File: config.mk
export PLATFORM = sky130hd
export DESIGN_NAME = mode_select_frontend
export DESIGN_NICKNAME = d
export VERILOG_FILES = /design/src/rtl/mode_select_frontend.sv
export SDC_FILE = /design/constraint.sdc
export NUM_CORES = 1
export LEC_CHECK = 0
export CORE_ASPECT_RATIO = 1.75
export CORE_UTILIZATION = 55
export CTS_CLUSTER_DIAMETER = 100
export DETAILED_ROUTE_END_ITERATION = 7
export PLACE_DENSITY_LB_ADDON = 0.08
export RECOVER_POWER = 50
export REMOVE_ABC_BUFFERS = 1
export SETUP_SLACK_MARGIN = 0.5
export SLEW_MARGIN = 10
export SYNTH_ARGS = -nofsm -noshare
export SYNTH_HDL_FRONTEND = slang
export SYNTH_SLANG_ARGS = --single-unit
File: constraint.sdc
create_clock -name clk -period 5.75 [get_ports clk]
set_input_delay 1.725 -clock clk [delete_from_list [all_inputs] [get_ports clk]]
set_output_delay 1.725 -clock clk [all_outputs]
set_load 0.1 [all_outputs]
File: src/rtl/mode_select_frontend.sv
// Clocked front end for the mode FSM: button synchronise/debounce, browse/confirm menu,
// 7-segment glyph and valid/ready mode delivery. Define MODE_BLINK_EN to blink the glyph in BROWSE.
module mode_select_frontend #(
  parameter int unsigned DEB_CYCLES     = 2_000_000,
  parameter int unsigned TIMEOUT_CYCLES = 500_000_000,
  parameter int unsigned BLINK_CYCLES   = 25_000_000
) (
  input  logic       clk,
  input  logic       rst,
  input  logic       mode_switch_btn,
  input  logic       confirm_btn,
  input  logic       mode_req_ready,
  output logic [1:0] mode_req,
  output logic       mode_req_valid,
  output logic [1:0] active_mode,
  output logic       browsing,
  output logic [6:0] seg_out
);

  localparam int unsigned   DW       = $clog2(DEB_CYCLES + 1);
  localparam int unsigned   TW       = $clog2(TIMEOUT_CYCLES + 1);
  localparam logic [DW-1:0] DEB_LAST = DW'(DEB_CYCLES - 1);
  localparam logic [TW-1:0] TMO_LAST = TW'(TIMEOUT_CYCLES - 1);

  typedef enum logic [1:0] {
    ST_IDLE   = 2'b00,
    ST_BROWSE = 2'b01,
    ST_COMMIT = 2'b10
  } state_t;

  function automatic logic [6:0] mode_glyph(input logic [1:0] mode);
    logic [6:0] g;
    case (mode)
      2'b00:   g = 7'b0111000;
      2'b01:   g = 7'b0110011;
      2'b10:   g = 7'b0110111;
      2'b11:   g = 7'b0111110;
      default: g = 7'b0111000;
    endcase
    return g;
  endfunction

  // Bit 0 = mode switch, bit 1 = confirm.
  logic [1:0]    raw_s;
  logic [1:0]    meta_r, sync_r, deb_r, arm_r, press_r;
  logic [DW-1:0] cnt_r [2];

  assign raw_s = {confirm_btn, mode_switch_btn};

  // Synchronise and debounce both buttons; a press needs a release seen since reset.
  always_ff @(posedge clk) begin
    if (rst) begin
      meta_r  <= 2'b11;
      sync_r  <= 2'b11;
      deb_r   <= 2'b00;
      arm_r   <= 2'b00;
      press_r <= 2'b00;
      for (int i = 0; i < 2; i++) begin
        cnt_r[i] <= '0;
      end
    end else begin
      meta_r <= raw_s;
      sync_r <= meta_r;
      for (int i = 0; i < 2; i++) begin
        press_r[i] <= 1'b0;
        if (sync_r[i] != deb_r[i]) begin
          if (cnt_r[i] == DEB_LAST) begin
            deb_r[i]   <= sync_r[i];
            cnt_r[i]   <= '0;
            press_r[i] <= sync_r[i] & arm_r[i];
          end else begin
            cnt_r[i] <= cnt_r[i] + 1'b1;
          end
        end else begin
          cnt_r[i] <= '0;
          if (sync_r[i] == 1'b0) begin
            arm_r[i] <= 1'b1;
          end else begin
            arm_r[i] <= arm_r[i];
          end
        end
      end
    end
  end

  logic          sw_press_s, cf_press_s;
  state_t        state_r, state_s;
  logic [1:0]    cand_r, cand_s, active_r, active_s, mode_req_r, mode_req_s, disp_s;
  logic          valid_r, valid_s, browsing_r, blank_s;
  logic [TW-1:0] tmo_r, tmo_s;
  logic [6:0]    seg_r;

  assign sw_press_s = press_r[0];
  assign cf_press_s = press_r[1];

  // Menu next-state: confirm beats switch, any press beats the idle timeout.
  always_comb begin
    state_s    = state_r;
    cand_s     = cand_r;
    active_s   = active_r;
    valid_s    = valid_r;
    tmo_s      = tmo_r;
    mode_req_s = mode_req_r;
    case (state_r)
      ST_IDLE: begin
        valid_s = 1'b0;
        tmo_s   = '0;
        if (sw_press_s) begin
          state_s = ST_BROWSE;
          cand_s  = active_r + 2'd1;
        end else begin
          cand_s  = active_r;
        end
      end
      ST_BROWSE: begin
        valid_s = 1'b0;
        if (cf_press_s) begin
          state_s    = ST_COMMIT;
          valid_s    = 1'b1;
          mode_req_s = cand_r;
          tmo_s      = '0;
        end else if (sw_press_s) begin
          cand_s = cand_r + 2'd1;
          tmo_s  = '0;
        end else if (tmo_r == TMO_LAST) begin
          state_s = ST_IDLE;
          cand_s  = active_r;
          tmo_s   = '0;
        end else begin
          tmo_s = tmo_r + 1'b1;
        end
      end
      ST_COMMIT: begin
        if (mode_req_ready) begin
          state_s  = ST_IDLE;
          active_s = cand_r;
          valid_s  = 1'b0;
        end else begin
          valid_s  = 1'b1;
        end
      end
      default: begin
        state_s = ST_IDLE;
        cand_s  = active_r;
        valid_s = 1'b0;
        tmo_s   = '0;
      end
    endcase
  end

  assign disp_s = (state_s == ST_IDLE) ? active_s : cand_s;

`ifdef MODE_BLINK_EN
  localparam int unsigned   BW         = (BLINK_CYCLES > 1) ? $clog2(BLINK_CYCLES) : 1;
  localparam logic [BW-1:0] BLINK_LAST = BW'(BLINK_CYCLES - 1);

  logic [BW-1:0] blink_cnt_r, blink_cnt_s;
  logic          blink_off_r, blink_off_s;

  // Blink phase restarts on the glyph at BROWSE entry and on every candidate change.
  always_comb begin
    blink_cnt_s = '0;
    blink_off_s = 1'b0;
    if ((state_s != ST_BROWSE) || (state_r != ST_BROWSE) || (cand_s != cand_r)) begin
      blink_cnt_s = '0;
      blink_off_s = 1'b0;
    end else if (blink_cnt_r == BLINK_LAST) begin
      blink_cnt_s = '0;
      blink_off_s = ~blink_off_r;
    end else begin
      blink_cnt_s = blink_cnt_r + 1'b1;
      blink_off_s = blink_off_r;
    end
  end

  // Blink counter and phase registers.
  always_ff @(posedge clk) begin
    if (rst) begin
      blink_cnt_r <= '0;
      blink_off_r <= 1'b0;
    end else begin
      blink_cnt_r <= blink_cnt_s;
      blink_off_r <= blink_off_s;
    end
  end

  assign blank_s = blink_off_s;
`else
  assign blank_s = 1'b0;
`endif

  // Menu state and output registers; outputs are computed from next-state values.
  always_ff @(posedge clk) begin
    if (rst) begin
      state_r    <= ST_IDLE;
      cand_r     <= 2'b00;
      active_r   <= 2'b00;
      valid_r    <= 1'b0;
      tmo_r      <= '0;
      mode_req_r <= 2'b00;
      browsing_r <= 1'b0;
      seg_r      <= 7'b0111000;
    end else begin
      state_r    <= state_s;
      cand_r     <= cand_s;
      active_r   <= active_s;
      valid_r    <= valid_s;
      tmo_r      <= tmo_s;
      mode_req_r <= mode_req_s;
      browsing_r <= (state_s == ST_BROWSE);
      seg_r      <= blank_s ? 7'b0000000 : mode_glyph(disp_s);
    end
  end

  assign mode_req       = mode_req_r;
  assign mode_req_valid = valid_r;
  assign active_mode    = active_r;
  assign browsing       = browsing_r;
  assign seg_out        = seg_r;

endmodule

# [Yosys cells after proc, flatten, opt, wreduce, memory -nomap -nowiden]
# Memories as Yosys holds them, arrays and structs flattened.
# Index checks and enable logic that the tools add are counted.
[word_totals] register_bits=56 ram_bits=42 elab_cells=109 mem_count=1
[memory_table] name="cnt_r" words=2 width=21 rd=2 rd_ports_with_merged_regs=0 wr=2 line="46" rtl="logic [DW-1:0] cnt_r [2];"
[op_classes] add_sub_neg=5 eq_ne=11 n_mux=52 bitwise=14 n_reduce_logical=10
[ops] op="two-way mux 21 bit" count=6
[ops] op="two-way mux 29 bit" count=3
[ops] op="one-hot mux 29 bit (2 select lines)" count=1
[ops] op="adder 21 x 1 -> 21 bit (second input constant)" count=2
[ops] op="equality test 21 bit (second input constant)" count=2
[ops] op="adder 29 x 1 -> 29 bit (second input constant)" count=1
[ops] op="equality test 29 bit (second input constant)" count=1
[ops] op="one-hot mux 7 bit (4 select lines)" count=1
[ops] op="two-way mux 1 bit" count=26
[ops] op="two-way mux 2 bit" count=12
[ops] op="one-hot mux 2 bit (3 select lines)" count=2
[ops] op="AND reduction 2 bit" count=5
[ops] op="equality test 2 x 1 -> 1 bit (second input constant)" count=3
[ops] op="equality test 2 bit (second input constant)" count=3
[ops] op="zero test 2 bit" count=3
[ops] op="NOT 1 bit" count=6
[ops] op="OR 1 bit" count=6
[ops] op="OR reduction 3 bit" count=2
[ops] op="adder 2 x 1 -> 2 bit (second input constant)" count=2
[ops] op="bitwise AND 1 bit" count=2
[ops] op="inequality test 1 bit" count=2
[ops] op="one-hot mux 1 bit (2 select lines)" count=1

# [Longest topological paths before layout]
[depth] depth_word=9 ltp_mapped=11

# [Worst setup path before layout]
# No wires, ideal clock.
[synth_path] path_kind="input-to-reg" start="input mode_req_ready" end="register seg_r[3] (netlist: seg_out[3])" setup_ns=0.114 t_arrival_ns=3.333 required_time_ns=5.636 slack_ns=2.303 stages=8 cell_sequence="nor2b_1 -> o21ai_0 -> a41o_1 -> o22a_4 -> mux2_2 -> ha_1 -> nor2b_1 -> inv_1"
[synth_between] elab_chain_len=6 word_cells_on_any_way=11
[synth_rtl] item="from (decl)" line="12" rtl="input logic mode_req_ready,"
[synth_rtl] item="two-way mux 2 bit" line="134" rtl="if (mode_req_ready) begin"
[synth_rtl] item="one-hot mux 2 bit (3 select lines)" line="104" rtl="case (state_r)"
[synth_rtl] item="zero test 2 bit" line="151" rtl="assign disp_s = (state_s == ST_IDLE) ? active_s : cand_s;"
[synth_rtl] item="two-way mux 2 bit *" line="151"
[synth_rtl] item="equality test 2 bit, or another cell as far along" line="33" rtl="case (mode)"
[synth_rtl] item="one-hot mux 7 bit (4 select lines) *" line="33"
[synth_rtl] item="to (signal assigned)" line="211" rtl="seg_r <= blank_s ? 7'b0000000 : mode_glyph(disp_s);"
[synth_rtl] item="to (decl)" line="91" rtl="logic [6:0] seg_r;"
# Every way passes the cells marked *; elsewhere a longest branch is shown, timed or not. The select of a mux whose other input is x is not followed.
# A chain may end at the register's enable or synchronous reset.

# [Worst setup path in the final report]
[layout_path] start="register tmo_r[4]" end="register tmo_r[14]"
[layout_between] elab_chain_len=5 word_cells_on_any_way=6
[layout_rtl] item="from (decl)" line="90" rtl="logic [TW-1:0] tmo_r, tmo_s;"
[layout_rtl] item="from (signal assigned)" line="208" rtl="tmo_r <= tmo_s;"
[layout_rtl] item="adder 29 x 1 -> 29 bit or equality test 29 bit (tied branches)" line="130, 125"
[layout_rtl] item="two-way mux 29 bit *" line="125" rtl="end else if (tmo_r == TMO_LAST) begin"
[layout_rtl] item="two-way mux 29 bit *" line="122" rtl="end else if (sw_press_s) begin"
[layout_rtl] item="two-way mux 29 bit *" line="117" rtl="if (cf_press_s) begin"
[layout_rtl] item="one-hot mux 29 bit (2 select lines) *" line="104"
# Every way passes the cells marked *; elsewhere a longest branch is shown, timed or not.

==> summary.md <==
| Metric | Value |
|---|---|
| Core ar. | `approximately 0.009 mm²` |
| Post-synth top area share | `0.2494` |
| Post-route ant nets | `0` |
| Final hold vios | `0` |
| Largest net degree at the start of global routing | `24` |
| Worst slew margin | `-0.1154` |
| Sw power | `between 0.0003 and 0.0004 W` |
| Layout Utilization | `0.6391` |
| P_int | `roughly 0.0012 W` |
| WP data arrival | `4.11 ns` |
| FFs w/ async S/R, synth | `0` |
| Slew @ Worst Pin | `between 1.5 and 2 ns` |
| Clk root buf | `clkbuf_16` |
| FF+latch count, synth | `95` |
| Syn Inst Count | `roughly 550` |
| Post_cts resized | `0` |
| Clk pwr share | `0.447` |
| Worst-Skew Late Latency | `about 0.34 ns` |
| Worst Hold Class | `flop to flop` |
| Clock-pin transition on the worst setup and hold timing paths | `about 0.070 ns` |
| Via-to-Cell Ratio | `between 5 and 6` |
| Clk buf depth | `2` |
| RePlAce Congestion | `just over 0.8` |
| # Post-CTS Setup Buffers | `0` |
| # diodes | `0` |
| Leakage | `just over 2 nW` |
| # hold bufs at CTS | `0` |
| Crit end category | `flop` |
| Max-slew violations | `24` |
| CTS Buf Count | `9` |
| Setup-failing EPs final | `0` |
| 1st-pass router iterations | `4` |
| Logic gate share of total power | `0.041` |
| Netlist cell types | `56` |
| Failing checks | `capacitance limit, slew limit` |
| Initial antenna violation count | `0` |
| Accumulated negative setup slack | `0 ns` |
| Part of the power in registers | `0.512` |
| Post-Route WL | `10.09 mm` |
| Max capacitance violation total | `1` |
| Final HPWL DP | `around 7.2 mm` |
| CTS tree | `done` |
| Crit-path max FO | `23` |
| Sequential cell area fraction in the yosys report | `0.4592` |
| WL/cell | `14.05 µm` |
| Syn avg cell area | `9.263 µm²` |
| Clock Sinks | `95` |
| Ys Warns | `0` |
| Crit path time final | `between 3 and 4 ns` |
| Ys flop type | `dfxtp_1` |
| Setup crit start kind | `flop` |
| RSZ-0062 raised after global routing | `no` |
| CTS HTree Levels | `3` |
| Total global-route track usage | `0.2262` |
| Vias | `3917` |
| Largest cells by area after synthesis | `edfxtp_1, dfxtp_1, nor2_1` |
| Post-synthesis instance area | `slightly above 0.005 mm²` |
| Cell taking the most area after synthesis | `edfxtp_1` |
| Kind of critical path | `flop to flop` |
| Total grt overflow | `0` |
| IO Pins | `18` |
| Starting Density | `0.5633` |
| Final #Nets | `between 600 and 700` |
| Iteration-0 DRC Markers | `between 200 and 250` |
| Horiz. Die Dim | `~74 µm` |
| Worst IR Drop VDD | `roughly 0.23 mV` |
| Clock Skew | `approximately 0.0075 ns` |
| PwrDens | `256.1 mW/mm²` |
| Floorplan row count | `between 40 and 50` |
| Proportion of layout cells with a drive suffix above 1 | `0.04849` |
| DRC Markers | `0` |
| Number of global-route vias before repair | `~3800` |
| EDFF count, synth | `42` |
| Status | `finished, violations left` |
| Buffers on Ports | `14` |
| Max frequency | `~0.25 GHz` |
| Global-route wire length before repair | `16.94 mm` |
| Area growth syn-to-layout | `13.46%` |
| Sw frac | `0.2159` |
| Critical path required time | `between 5 and 6 ns` |
| Final period utilization | `0.6872` |
| Die ar. | `about 0.0096 mm²` |
| Die Y-Extent | `128.9 µm` |
## stage by stage
step	setup WS [ns]	instances	area, µm²	hold slack [ns]	power, W
after floorplan	2.303	566	5112	0.3895	0.0008077
after global placement	1.766	702	5418	0.4005	0.0008249
after detailed placement	1.673	702	5418	0.4066	0.0008279
after CTS	1.979	718	5754	0.4272	0.001481
after global routing	1.342	718	5738	0.4414	0.001513
final	1.799	718	5738	0.4257	0.001470
## routing by layer
layer | wire length (µm) | GRT usage
met4 | 188 | 0.08657
met1 | 4233 | 0.2428
met2 | 5457 | 0.4218
met3 | 212 | 0.04150
met5 | 0 | 0
## logic make-up after synthesis
| logic type | Yosys count | share of synthesized area |
|---|---|---|
| compound gates | 53 | 0.07002 |
| xor+xnor | 58 | 0.1004 |
| fa+ha+maj | 12 | 0.02969 |
| buf+inv | 44 | 0.03662 |
| flops | 95 | 0.4592 |
| mux | 6 | 0.01237 |
| other cells | 2 | 0.001485 |
| simple gates | 276 | 0.2902 |
## placed cells by master (no fill, tap or decap), types with 3 or more instances in the layout
cell             netlist  final
a21o_1                 3      3
a21oi_1               20     20
a31oi_1                3      3
and2_1                 6      5
and3_1                 9      9
and4_1                 6      6
clkbuf_16              0     11
clkdlybuf4s50_1        0     12
conb_1                 2     45
dfxtp_1               53     53
edfxtp_1              42     42
ha_1                  12     12
inv_1                 21     21
mux2i_1                4      4
nand2_1               32     32
nand2b_1               4      4
nand3_1               28     29
nand3b_1               6      6
nand4_1               28     28
nor2_1                93     93
nor2b_1               11     11
nor3_1                13     13
nor3b_1                5      5
nor4_1                 6      6
nor4bb_1               3      3
o21ai_0                8      8
o32ai_1                4      4
or2_2                  7      7
or3_1                  6      6
or4b_1                 3      3
xnor2_1               27     27
xor2_1                31     31
## flip-flops by register name (all words and copies together), names as in the netlist
name / count
cnt_r: 42
tmo_r: 29
seg_out: 4
active_mode: 2
arm_r: 2
cand_r: 2
deb_r: 2
meta_r: 2
mode_req: 2
press_r: 2
state_r: 2
sync_r: 2
browsing: 1
mode_req_valid: 1
## cell type report
class | count | area (µm²)
Timing Repair Buffer | 16 | 147.6
Clock inverter | 4 | 47.55
Multi-Input combinational cell | 450 | 2703
Inverter | 21 | 78.83
Tap cell | 120 | 150.1
Sequential cell | 95 | 2322
Clock buffer | 12 | 289.0
Fill cell | 818 | 3241
## worst max-delay path: stages, from the launching register on
cell and delay (ns):
dfxtp_1 0.40, nand3_1 0.30, nor4bb_1 1.04, a21boi_0 0.22, clkbuf_1 0.33, o21bai_1 1.35, nor2_1 0.12
## path summary, 6_finish.rpt
kind | startpoint | endpoint | slack [ns] | cells past startpoint
worst min-delay path | meta_r[1]$_SDFF_PP1_ | sync_r[1]$_SDFF_PP1_ | 0.43 | 1
worst min register to register | meta_r[1]$_SDFF_PP1_ | sync_r[1]$_SDFF_PP1_ | 0.43 | 1
worst max register to register | tmo_r[4]$_SDFFE_PP0P_ | tmo_r[14]$_SDFFE_PP0P_ | 1.80 | 6
worst max-delay path | tmo_r[4]$_SDFFE_PP0P_ | tmo_r[14]$_SDFFE_PP0P_ | 1.80 | 6
## power by group through the flow
stage / Combinational (W) / Clock [W] / Sequential, W
2_1_floorplan: 0.0000468 / 0 / 0.000761
3_3_place_gp: 0.0000590 / 0 / 0.000766
3_5_place_dp: 0.0000605 / 0 / 0.000767
4_1_cts: 0.0000611 / 0.000667 / 0.000752
5_1_grt: 0.0000681 / 0.000689 / 0.000756
6_report: 0.0000605 / 0.000657 / 0.000752
## cell usage after synthesis, types with 3 or more instances
| cell | n |
|---|---|
| a21o_1 | 3 |
| a21oi_1 | 20 |
| a31oi_1 | 3 |
| and2_1 | 6 |
| and3_1 | 9 |
| and4_1 | 6 |
| buf_4 | 5 |
| clkbuf_1 | 16 |
| dfxtp_1 | 53 |
| edfxtp_1 | 42 |
| ha_1 | 12 |
| inv_1 | 21 |
| mux2i_1 | 4 |
| nand2_1 | 32 |
| nand2b_1 | 4 |
| nand3_1 | 28 |
| nand3b_1 | 6 |
| nand4_1 | 28 |
| nor2_1 | 93 |
| nor2b_1 | 11 |
| nor3_1 | 13 |
| nor3b_1 | 5 |
| nor4_1 | 6 |
| nor4bb_1 | 3 |
| o21ai_0 | 8 |
| o32ai_1 | 4 |
| or2_2 | 7 |
| or3_1 | 6 |
| or4b_1 | 3 |
| xnor2_1 | 27 |
| xor2_1 | 31 |
(Power assumes the default switching activity.)
